<file path="config.mk">
export PLATFORM = sky130hd
export DESIGN_NAME = conv3x3_stage_flat
export DESIGN_NICKNAME = d
export VERILOG_FILES = /design/src/rtl/rasengan_pkg.sv /design/src/rtl/conv3x3_stage_if.sv /design/src/rtl/conv3x3_mac.sv /design/src/rtl/conv3x3_stage.sv /design/src/flat_wrapper.sv
export SDC_FILE = /design/constraint.sdc
export NUM_CORES = 1
export LEC_CHECK = 0
export CAP_MARGIN = 20
export CORE_AREA = 2 2 253 255
export CTS_CLUSTER_SIZE = 28
export DETAILED_ROUTE_END_ITERATION = 10
export DIE_AREA = 0 0 255 257
export DONT_BUFFER_PORTS = 1
export PLACE_DENSITY = 0.48
export SLEW_MARGIN = 20
export SYNTH_ARGS = -nofsm -noshare
export SYNTH_HDL_FRONTEND = slang
export SYNTH_SLANG_ARGS = --single-unit
</file>
<file path="constraint.sdc">
create_clock -name clk -period 15.6 [get_ports clk]
set_input_delay 2.34 -clock clk [delete_from_list [all_inputs] [get_ports clk]]
set_output_delay 2.34 -clock clk [all_outputs]
set_load 0.02 [all_outputs]
</file>
<file path="src/rtl/rasengan_pkg.sv">
// Shared types and constants for the 3x3 convolution stage: Q8.8 widths, FSM
// states, feature-map size decode and raster address helper.
package rasengan_pkg;

  localparam int          LENGTH    = 16;
  localparam int          FRAC_BITS = 8;
  localparam int          ADDR_W    = 14;
  localparam logic [2:0]  MAX_CODE  = 3'd5;

  typedef enum logic [1:0] {
    S_IDLE  = 2'd0,
    S_TAP   = 2'd1,
    S_WRITE = 2'd2,
    S_FIN   = 2'd3
  } state_e;

  function automatic logic [7:0] side_of(input logic [2:0] code);
    return 8'd4 << code;
  endfunction

  // side is a power of two, so row*side+col is a shift with a disjoint OR
  function automatic logic [ADDR_W-1:0] raster_addr(input logic [6:0] row,
                                                    input logic [6:0] col,
                                                    input logic [2:0] code);
    return (ADDR_W'(row) << (code + 3'd2)) | ADDR_W'(col);
  endfunction

endpackage

</file>
<file path="src/rtl/conv3x3_stage_if.sv">
// Control, weight-load and memory-side signals of conv3x3_stage.
// slave = the convolution stage, master = controller/memories.
interface conv3x3_stage_if #(parameter int length = rasengan_pkg::LENGTH);
  import rasengan_pkg::*;

  logic                     start;
  logic [2:0]               size_conv;
  logic                     w_we;
  logic [3:0]               w_idx;
  logic signed [length-1:0] w_data;
  logic signed [length-1:0] t_data_in;
  logic [ADDR_W-1:0]        addr_input;
  logic signed [length-1:0] t_data_out;
  logic [ADDR_W-1:0]        addr_output;
  logic                     en_write_out;
  logic                     busy;
  logic                     done;
  logic                     err;

  modport master (
    output start, size_conv, w_we, w_idx, w_data, t_data_in,
    input  addr_input, t_data_out, addr_output, en_write_out, busy, done, err
  );

  modport slave (
    input  start, size_conv, w_we, w_idx, w_data, t_data_in,
    output addr_input, t_data_out, addr_output, en_write_out, busy, done, err
  );

endinterface

</file>
<file path="src/rtl/conv3x3_mac.sv">
// Multiply-accumulate over the nine taps, then >>>8 and saturation to Q8.8.
// Define CONV3X3_LRELU_EN to apply LeakyReLU (negative >>> 3) after saturation.
module conv3x3_mac import rasengan_pkg::*; #(
  parameter int length = LENGTH
) (
  input  logic                     clk,
  input  logic                     rst,
  input  logic                     clear_i,
  input  logic                     acc_en_i,
  input  logic                     valid_i,
  input  logic                     last_i,
  input  logic signed [length-1:0] weight_i,
  input  logic signed [length-1:0] pixel_i,
  output logic signed [length-1:0] result_o
);

  localparam int PROD_W = 2 * length;
  localparam int ACC_W  = PROD_W + 4;
  localparam logic signed [ACC_W-1:0] SAT_MAX = {{(ACC_W-length+1){1'b0}}, {(length-1){1'b1}}};
  localparam logic signed [ACC_W-1:0] SAT_MIN = {{(ACC_W-length+1){1'b1}}, {(length-1){1'b0}}};

  logic signed [PROD_W-1:0] prod;
  logic signed [ACC_W-1:0]  acc_q, acc_d, shifted;
  logic signed [length-1:0] sat, res_d, res_q;

  // NOTE: every combinational output gets a default first so no path infers a latch.
  always_comb begin
    prod  = PROD_W'(weight_i) * PROD_W'(pixel_i);
    acc_d = acc_q;
    if (acc_en_i) begin
      acc_d = (clear_i ? '0 : acc_q)
            + (valid_i ? {{(ACC_W-PROD_W){prod[PROD_W-1]}}, prod} : '0);
    end
    shifted = acc_d >>> FRAC_BITS;
    if (shifted > SAT_MAX)      sat = SAT_MAX[length-1:0];
    else if (shifted < SAT_MIN) sat = SAT_MIN[length-1:0];
    else                        sat = shifted[length-1:0];
`ifdef CONV3X3_LRELU_EN
    res_d = sat[length-1] ? (sat >>> 3) : sat;
`else
    res_d = sat;
`endif
  end

  // NOTE: reset is synchronous; state registers use non-blocking assignments only.
  always_ff @(posedge clk) begin
    if (rst) begin
      acc_q <= '0;
      res_q <= '0;
    end else begin
      acc_q <= acc_d;
      if (last_i) res_q <= res_d;
    end
  end

  assign result_o = res_q;

endmodule

</file>
<file path="src/rtl/conv3x3_stage.sv">
// Same-size 3x3 convolution with zero padding over a side x side map held in an
// async-read memory. LeakyReLU output via CONV3X3_LRELU_EN (see conv3x3_mac).
module conv3x3_stage import rasengan_pkg::*; #(
  parameter int length = LENGTH
) (
  input  logic            clk,
  input  logic            rst,
  conv3x3_stage_if.slave  bus
);

  state_e                   state_q, state_d;
  logic [2:0]               code_q, code_d;
  logic [6:0]               row_q, row_d, col_q, col_d, last_rc;
  logic [1:0]               ky_q, ky_d, kx_q, kx_d;
  logic                     err_q, err_d;
  logic [ADDR_W-1:0]        addr_in_q, addr_out_q, addr_out_d, tap_addr;
  logic [8:0]               tap_r, tap_c;
  logic [7:0]               side;
  logic [3:0]               tap_idx;
  logic                     in_bounds, tap_last;
  logic signed [length-1:0] w_q [9];

  assign side     = side_of(code_q);
  assign last_rc  = 7'(side - 8'd1);
  // row-1 at row 0 wraps to 511, so one unsigned compare covers both borders
  assign tap_r    = {2'b00, row_q} + {7'b0, ky_q} - 9'd1;
  assign tap_c    = {2'b00, col_q} + {7'b0, kx_q} - 9'd1;
  assign in_bounds = (tap_r < {1'b0, side}) && (tap_c < {1'b0, side});
  assign tap_addr = raster_addr(tap_r[6:0], tap_c[6:0], code_q);
  assign tap_idx  = {2'b00, ky_q} * 4'd3 + {2'b00, kx_q};
  assign tap_last = (ky_q == 2'd2) && (kx_q == 2'd2);

  // NOTE: the weight file is storage, not control state, so it has no reset and survives rst.
  always_ff @(posedge clk) begin
    if (state_q == S_IDLE && bus.w_we && bus.w_idx < 4'd9) w_q[bus.w_idx] <= bus.w_data;
  end

  always_ff @(posedge clk) begin
    if (rst) begin
      state_q    <= S_IDLE;
      code_q     <= '0;
      row_q      <= '0;
      col_q      <= '0;
      ky_q       <= '0;
      kx_q       <= '0;
      err_q      <= 1'b0;
      addr_in_q  <= '0;
      addr_out_q <= '0;
    end else begin
      state_q    <= state_d;
      code_q     <= code_d;
      row_q      <= row_d;
      col_q      <= col_d;
      ky_q       <= ky_d;
      kx_q       <= kx_d;
      err_q      <= err_d;
      addr_in_q  <= bus.addr_input;
      addr_out_q <= addr_out_d;
    end
  end

  always_comb begin
    state_d    = state_q;
    code_d     = code_q;
    row_d      = row_q;
    col_d      = col_q;
    ky_d       = ky_q;
    kx_d       = kx_q;
    err_d      = err_q;
    addr_out_d = addr_out_q;
    case (state_q)
      S_IDLE: begin
        if (bus.start) begin
          row_d = '0;
          col_d = '0;
          ky_d  = '0;
          kx_d  = '0;
          if (bus.size_conv > MAX_CODE) begin
            err_d   = 1'b1;
            state_d = S_FIN;
          end else begin
            err_d   = 1'b0;
            code_d  = bus.size_conv;
            state_d = S_TAP;
          end
        end
      end
      S_TAP: begin
        if (tap_last) begin
          ky_d       = '0;
          kx_d       = '0;
          addr_out_d = raster_addr(row_q, col_q, code_q);
          state_d    = S_WRITE;
        end else if (kx_q == 2'd2) begin
          kx_d = '0;
          ky_d = ky_q + 2'd1;
        end else begin
          kx_d = kx_q + 2'd1;
        end
      end
      S_WRITE: begin
        state_d = S_TAP;
        if (col_q == last_rc) begin
          col_d = '0;
          if (row_q == last_rc) state_d = S_FIN;
          else                  row_d   = row_q + 7'd1;
        end else begin
          col_d = col_q + 7'd1;
        end
      end
      S_FIN:   state_d = S_IDLE;
      default: state_d = S_IDLE;
    endcase
  end

  conv3x3_mac #(.length(length)) u_mac (
    .clk      (clk),
    .rst      (rst),
    .clear_i  (ky_q == 2'd0 && kx_q == 2'd0),
    .acc_en_i (state_q == S_TAP),
    .valid_i  (in_bounds),
    .last_i   (state_q == S_TAP && tap_last),
    .weight_i (w_q[tap_idx]),
    .pixel_i  (bus.t_data_in),
    .result_o (bus.t_data_out)
  );

  // out-of-bounds taps leave the read address where it was
  assign bus.addr_input   = (state_q == S_TAP && in_bounds) ? tap_addr : addr_in_q;
  assign bus.addr_output  = addr_out_q;
  assign bus.en_write_out = (state_q == S_WRITE);
  assign bus.busy         = (state_q == S_TAP) || (state_q == S_WRITE);
  assign bus.done         = (state_q == S_FIN);
  assign bus.err          = err_q;

endmodule

</file>
<file path="src/flat_wrapper.sv">
// flat-port wrapper written by rule: the top's interface ports become plain ports
module conv3x3_stage_flat import rasengan_pkg::*;
#(
  parameter int length = LENGTH
)
  (clk, rst, bus_start, bus_size_conv, bus_w_we, bus_w_idx, bus_w_data, bus_t_data_in, bus_addr_input, bus_t_data_out, bus_addr_output, bus_en_write_out, bus_busy, bus_done, bus_err);
  conv3x3_stage_if #(.length(length)) bus_i ();
  input  logic clk;
  input  logic rst;
  input wire logic [$bits(bus_i.start)-1:0] bus_start;
  input wire logic [$bits(bus_i.size_conv)-1:0] bus_size_conv;
  input wire logic [$bits(bus_i.w_we)-1:0] bus_w_we;
  input wire logic [$bits(bus_i.w_idx)-1:0] bus_w_idx;
  input wire logic [$bits(bus_i.w_data)-1:0] bus_w_data;
  input wire logic [$bits(bus_i.t_data_in)-1:0] bus_t_data_in;
  output wire logic [$bits(bus_i.addr_input)-1:0] bus_addr_input;
  output wire logic [$bits(bus_i.t_data_out)-1:0] bus_t_data_out;
  output wire logic [$bits(bus_i.addr_output)-1:0] bus_addr_output;
  output wire logic [$bits(bus_i.en_write_out)-1:0] bus_en_write_out;
  output wire logic [$bits(bus_i.busy)-1:0] bus_busy;
  output wire logic [$bits(bus_i.done)-1:0] bus_done;
  output wire logic [$bits(bus_i.err)-1:0] bus_err;
  assign bus_i.start = bus_start;
  assign bus_i.size_conv = bus_size_conv;
  assign bus_i.w_we = bus_w_we;
  assign bus_i.w_idx = bus_w_idx;
  assign bus_i.w_data = bus_w_data;
  assign bus_i.t_data_in = bus_t_data_in;
  assign bus_addr_input = bus_i.addr_input;
  assign bus_t_data_out = bus_i.t_data_out;
  assign bus_addr_output = bus_i.addr_output;
  assign bus_en_write_out = bus_i.en_write_out;
  assign bus_busy = bus_i.busy;
  assign bus_done = bus_i.done;
  assign bus_err = bus_i.err;
  conv3x3_stage #(.length(length)) u_core (.clk(clk), .rst(rst), .bus(bus_i));
endmodule
</file>
==> summary.log <==
[drt] number of optimization iterations in the first detailed-route pass 6
[placement] GPL Wtd Cong 0.8632
[timing] setup skew after layout 0.01120 ns
[cells_and_area] final net count 2865
[timing] unrepaired setup endpoints after global routing no
[cts] clock tree from TritonCTS done
[global_routing] via count of the first global-routing pass 17.87k
[cts] clock net sink count 248
[floorplan] area inside the core boundary 62740 um^2
[synthesis] adder-cell share of the synthesized area 30.21%
[timing] total setup violations reported at the end of the flow 0
[synthesis] mux share of post-synthesis cell area 5.243%
[timing] peak clock frequency supported by timing 0.07904 GHz
[cts] H-tree depth reported by CTS 1
[critical_path] sort of element at the start of the critical path register
[cts] # Post-CTS Setup Buffers 0
[drt] drt wl/cell 18.51 um
[global_routing] gr usage total 18.99%
[worst_hold_path] class of the tightest hold or removal check register to register
[global_routing] antenna violations before repair 1
[cells_and_area] final cell count without fillers 3281
[timing] Tmin final 12.65 ns
[synthesis] Mapped Area 23700 um^2
[cells_and_area] post-route core utilization 40.75%
[floorplan] cell row count 92
[synthesis] library cell with the largest summed area after synthesis sky130_fd_sc_hd__fa_1
[drt] sum of routed wire length over all layers 60750 um
[placement] number of port buffers 0
[drt] routed via count 16.88k
[floorplan] IO Pins 91
[critical_path] category of the most critical setup path register to register
[critical_path] most common cell type on the critical path sky130_fd_sc_hd__fa_1
[drt] residual antenna-violating net count after detailed routing 0
[timing] fin crit share 81.10%
[synthesis] most used standard cell by instance count after synthesis sky130_fd_sc_hd__inv_1
[floorplan] die width 255 um
[cts] Num CTS Buffers 28
[floorplan] Die Span Y 257 um
[critical_path] required time of the critical path 16.01 ns
[floorplan] Initial Utilization 37.77%
[cts] Max Root-Sink Buffers 3
[synthesis] synthesized area per cell 9.641 um^2
[synthesis] sequential cell area fraction in the yosys report 27.03%
[run] Max Cap Violations 0
[cells_and_area] layout cell share with drive strength beyond 1 6.453%
[status] status complete, no violations
[timing] max-slew headroom at the worst pin 32.45%
[synthesis] number of warnings issued by yosys 0
[global_routing] overflow left after global routing 0
[synthesis] compound-cell area share of the yosys netlist 9.430%
[cts] cts hold-fix bufs 0
[synthesis] number of distinct library cells after synthesis 86
[timing] number of pins with negative max-slew slack in the final report 0
[synthesis] count of flip-flops with a built-in enable after synthesis 144
[synthesis] most frequent cells after synthesis 365 x sky130_fd_sc_hd__inv_1, 267 x sky130_fd_sc_hd__fa_1, 220 x sky130_fd_sc_hd__nand2_1, 210 x sky130_fd_sc_hd__nor2_1, 145 x sky130_fd_sc_hd__and2_1
[synthesis] Cells after Synth 2458
[floorplan] die area 65540 um^2
[synthesis] asr flop ratio synth 0%
[cts] clk_lat worst skew 0.56 ns
[drt] number of DRC markers after the initial detailed-route iteration 903
[drt] number of design rule violations left after detail routing 0
[critical_path] WP data arrival 13.06 ns
[synthesis] most common flop cell mapped by yosys sky130_fd_sc_hd__edfxtp_1
[synthesis] share of the synthesized area in the top cell type 22.56%
[synthesis] number of nets produced by synthesis 2912
[drt] via/cell ratio 5.145
[synthesis] Synth Area in XOR/XNOR 3.532%
[critical_path] type of destination of the critical path register
[cts] cts repair resizes 0
[synthesis] simple-gate share of the synthesized area 16.84%
[global_routing] global-route wire length before repair 98690 um
[critical_path] Worst Path Max Fanout 19
[timing] endpoints failing hold 0
[critical_path] delay contributed by the slowest stage of the critical path 0.75 ns
[cells_and_area] post-synthesis to final-layout area growth 7.877%
[cts] clock root buffer sky130_fd_sc_hd__clkbuf_16
[cells_and_area] Fillers 6217
[synthesis] dominant combinational cell family by area after synthesis adder cells
[timing] setup TNS 0 ns
[cts] Reg clk slew, reported paths 0.06 ns
[placement] total instance count after detailed placement 3227
[timing] Slew @ Worst Pin 1.013 ns
[placement] placed wire-length estimate after detailed placement 45970 um
[synthesis] synthesis-stage register bit count 248
[global_routing] pin count of the biggest net entering global routing 94
[critical_path] Slowest cell on crit path sky130_fd_sc_hd__a21oi_2
[synthesis] biggest area contributors in the synthesized netlist sky130_fd_sc_hd__fa_1 23%, sky130_fd_sc_hd__edfxtp_1 18%, sky130_fd_sc_hd__dfxtp_1 8.8%, sky130_fd_sc_hd__ha_1 7.6%, sky130_fd_sc_hd__inv_1 5.8%
## worst max-delay path, delay by kind of cell (launching register included)
family	cells	cell delay (ns)
fa+ha+maj	10	5.13
mux	2	0.34
flops	1	0.46
buf+inv	6	0.75
compound gates	13	3.59
simple gates	10	2.21
## area by class of cell
cell class / instances / area, um^2 / area share, %
clock buffer: 32 / 735.7 / 2.878
tap: 846 / 1059 / 4.141
inverter: 368 / 1381 / 5.403
clock inverter: 20 / 226.5 / 0.8859
multi-input combinational: 1734 / 15520 / 60.70
timing repair buffer: 31 / 232.7 / 0.9103
antenna: 2 / 5.005 / 0.01958
sequential: 248 / 6406 / 25.06
## sequential cells by signal, summed over array words and instances, names as in the netlist
register	cells
u_core.w_q	144
u_core.u_mac.acc_q	36
u_core.u_mac.result_o	16
u_core.addr_in_q	14
u_core.bus.addr_output	14
u_core.col_q	7
u_core.row_q	7
u_core.code_q	3
u_core.kx_q	2
u_core.ky_q	2
u_core.state_q	2
u_core.bus.err	1
## cell families (layout without fill, tap and decap cells)
family,Yosys count,after routing
simple gates,808,808
flops,248,248
fa+ha+maj,412,412
compound gates,337,337
buf+inv,476,451
xor+xnor,94,94
mux,83,83
other cells,0,2
## per-stage QoR
step / cell area, um^2 / hold WS (ns) / setup WS, ns
after CTS: 25550 / 0.4683 / 2.824
after detailed placement: 24590 / 0.4615 / 2.846
final: 25560 / 0.4698 / 2.948
after global routing: 25560 / 0.4738 / 2.066
after floorplan: 23700 / 0.4363 / 4.099
after global placement: 24590 / 0.4388 / 2.887
## per-layer routing
| layer | global-route usage [%] | share of wire, % | vias up |
|---|---|---|---|
| li1 | - | - | 8013 |
| met2 | 34.75 | 52 | 272 |
| met1 | 24.07 | 43 | 8537 |
| met5 | 0 | 0 | - |
| met3 | 1.983 | 3.3 | 58 |
| met4 | 3.866 | 1.9 | 0 |
## layout by cell type (no fill, tap or decap), types with 31 or more instances in the layout
master | synthesis | final
sky130_fd_sc_hd__a21oi_1 | 113 | 107
sky130_fd_sc_hd__nor2b_1 | 38 | 38
sky130_fd_sc_hd__nor3_1 | 40 | 36
sky130_fd_sc_hd__mux4_2 | 32 | 32
sky130_fd_sc_hd__fa_1 | 267 | 267
sky130_fd_sc_hd__edfxtp_1 | 144 | 144
sky130_fd_sc_hd__ha_1 | 144 | 142
sky130_fd_sc_hd__inv_1 | 365 | 365
sky130_fd_sc_hd__xnor2_1 | 69 | 69
sky130_fd_sc_hd__o21ai_0 | 51 | 50
sky130_fd_sc_hd__and2_1 | 145 | 145
sky130_fd_sc_hd__nand2_1 | 220 | 220
sky130_fd_sc_hd__mux2i_1 | 42 | 42
sky130_fd_sc_hd__dfxtp_1 | 104 | 104
sky130_fd_sc_hd__buf_4 | 0 | 31
sky130_fd_sc_hd__nor2_1 | 210 | 210
## worst paths after layout
check	endpoint	startpoint	cells after the start	slack, ns
worst max-delay path	u_core.u_mac.result_o[13]	u_core.kx_q[1]	41	2.95
worst min-delay path	u_core.u_mac.acc_q[4]	u_core.u_mac.acc_q[4]	2	0.47
worst min register to register	u_core.u_mac.acc_q[4]	u_core.u_mac.acc_q[4]	2	0.47
worst max register to register	u_core.u_mac.result_o[13]	u_core.kx_q[1]	41	2.95
Power is not shown: default switching activity piles up to over one toggle a cycle in this logic, so the estimate is an artifact.
==> edit (config.mk and constraints unchanged) <==
`ADDR_W`: 14 -> 12.
--- a/src/rtl/rasengan_pkg.sv
+++ b/src/rtl/rasengan_pkg.sv
@@ -4,7 +4,7 @@
 
   localparam int          LENGTH    = 16;
   localparam int          FRAC_BITS = 8;
-  localparam int          ADDR_W    = 14;
+  localparam int          ADDR_W    = 12;
   localparam logic [2:0]  MAX_CODE  = 3'd5;
 
   typedef enum logic [1:0] {
Interface: changed (resized bus_addr_input and bus_addr_output); port bits go from 91 to 87. No check against the original RTL was run, so the function may have changed too.
==> edit against the unedited design <==
  * Clock skew increased by 0.0096 ns
  * Routed wire length decreased by 4.4%
  * Area after synthesis decreased by 1.1%
  * Sequential cell count decreased by 4
  * Non-clock buffer count increased by 2
  * Hold slack got worse by 0.015 ns
  * Count of clock-buffer cells in the layout unchanged
  * Synthesized cell count decreased by 1.8%
  * Setup slack got worse by 0.48 ns
  * Design area decreased by 0.70%
  * Die area unchanged
  * Highest routed layer unchanged
Power is left out: the tool's default activity adds up to more than one toggle a clock period on the data nets, which glitch-free logic cannot reach.
==> edit: results (changes against the unedited design) <==
Top post-synthesis cells by area: fa_1 (23%), edfxtp_1 (18%), dfxtp_1 (8.5%)
Async S/R FF share, synth: 0% (unchanged)
Max Fanout on Critical Path: 18 (-1)
Number of flip-flops in the largest register: 144 (unchanged)
Critical Path AT: 13.53 ns (+0.47 ns)
Hold Crit Depth: 2 (unchanged)
Crit Path Category: reg2reg
Fill count: 6,227 (+0.16%)
Clock skew: 0.02076 ns (+0.009566 ns)
Drt pass-1 iters: 5 (-1)
Syn_nets: 2,867 (-1.5%)
Post-layout net count: 2,830 (-1.2%)
Antenna violations before repair: 0 (-1)
Max-Slew Margin vs Limit: 31.14% (-1.3 points)
Crit path max-delay cell type: ha_1
Inst Count DP: 3,191 (-1.1%)
Dpl cell area: 24,360 µm² (-0.93%)
Vias in the first global route: 17,200 (-3.7%)
Detailed Route Iter0 Violations: 856 (-5.2%)
DP Wirelength: 44.57 mm (-3.0%)
CTS Buf Count: 29 (+3.6%)
Worst reg2reg startpoint: u_core.kx_q[1]
Clock Tree Buf Depth: 3 (unchanged)
Synth warnings: 0 (unchanged)
Flop-to-flop setup slack: 2.47 ns (-0.48 ns)
Fmax: 76.15 MHz (-3.7%)
Largest net degree at the start of global routing: 105 (+12%)
DP Worst Slack: 2.370 ns (-0.4759 ns)
WL/cell: 17.90 µm (-3.3%)
Hold EP: u_core.u_mac.acc_q[4]
Worst reg2reg path depth: 46 (+12%)
Routed vias/inst: 5.074 (-1.4%)
Status: complete, no violations
Top cells by count, synth: inv_1 (357), fa_1 (267), nand2_1 (224), nor2_1 (216), and2_1 (156)
Post-Syn Instances: 2,413 (-1.8%)
Critical Path Sink: u_core.u_mac.result_o[0]
Layout cells sized above 1: 6.711% (+0.26 points)
Hold WS: 0.4549 ns (-0.01486 ns)
Primary FF master, synth: edfxtp_1
Critical Path Max Stage Delay: 0.86 ns (+0.11 ns)
GR Util All Layers: 18.16% (-0.83 points)
First-pass GRT wire length: 94.16 mm (-4.6%)
Reg clk slew, reported paths: 0.06 ns (about the same)
Post-synth cell types: 86 (unchanged)
PortBufs: 0 (unchanged)
Post-synthesis sequential area ratio: 27.00% (-0.037 points)
WL final: 58.10 mm (-4.4%)
Diodes inserted: 0 (-2)
Gp weighted congestion: 0.8317 (-3.6%)
CP top delay family: adder cells
edit: cell types whose count changed after synthesis, moves of 7 or more:
cell | unedited run | this run
o21ai_0 | 51 | 64
and2_1 | 145 | 156
inv_1 | 365 | 357
or2_0 | 14 | 0
nand3b_1 | 16 | 1
xor2_1 | 24 | 36
o32ai_2 | 0 | 10
or3_1 | 10 | 22
xnor2_1 | 69 | 60
a311oi_1 | 19 | 2
a21oi_1 | 113 | 89
a21o_1 | 24 | 31
edit: worst reg2reg max path: cells and delay by family (launching register included):
kind,cells,cell delay [ns]
adder cells (fa/ha/maj),10,5.38
AO/OA/AOI/OAI,21,4.76
flip-flops,1,0.44
multiplexers,3,1.07
XOR/XNOR,1,0.15
buffers and inverters,8,0.74
AND/OR/NAND/NOR,3,0.45
edit: cell families (layout without fill, tap and decap cells):
kind of cell | count (synthesis) | in the layout | share of synthesized area [%]
buf+inv | 460 | 446 | 7.475
compound gates | 334 | 334 | 10.03
mux | 83 | 83 | 5.291
fa+ha+maj | 411 | 411 | 30.50
simple gates | 785 | 785 | 16.12
xor+xnor | 96 | 96 | 3.588
flops | 244 | 244 | 27.00
edit: cell type report:
type                            instances  area (µm²)  share of cell area [%]
Inverter                              359        1348                   5.308
Clock buffer                           32       747.0                   2.942
Clock inverter                         22       276.5                   1.089
Tap cell                              846        1059                   4.170
Sequential cell                       244        6326                   24.92
Timing Repair Buffer                   33       247.7                  0.9759
Multi-Input combinational cell       1709       15380                   60.59
edit: routing by layer:
metal  track usage (%)  vias up  routed length [µm]
met5                 0        -                   0
met3             2.529       89                2235
li1                  -     7909                   -
met1             23.88     8213               25430
met2             31.15      253               28820
met4             5.019        0                1609
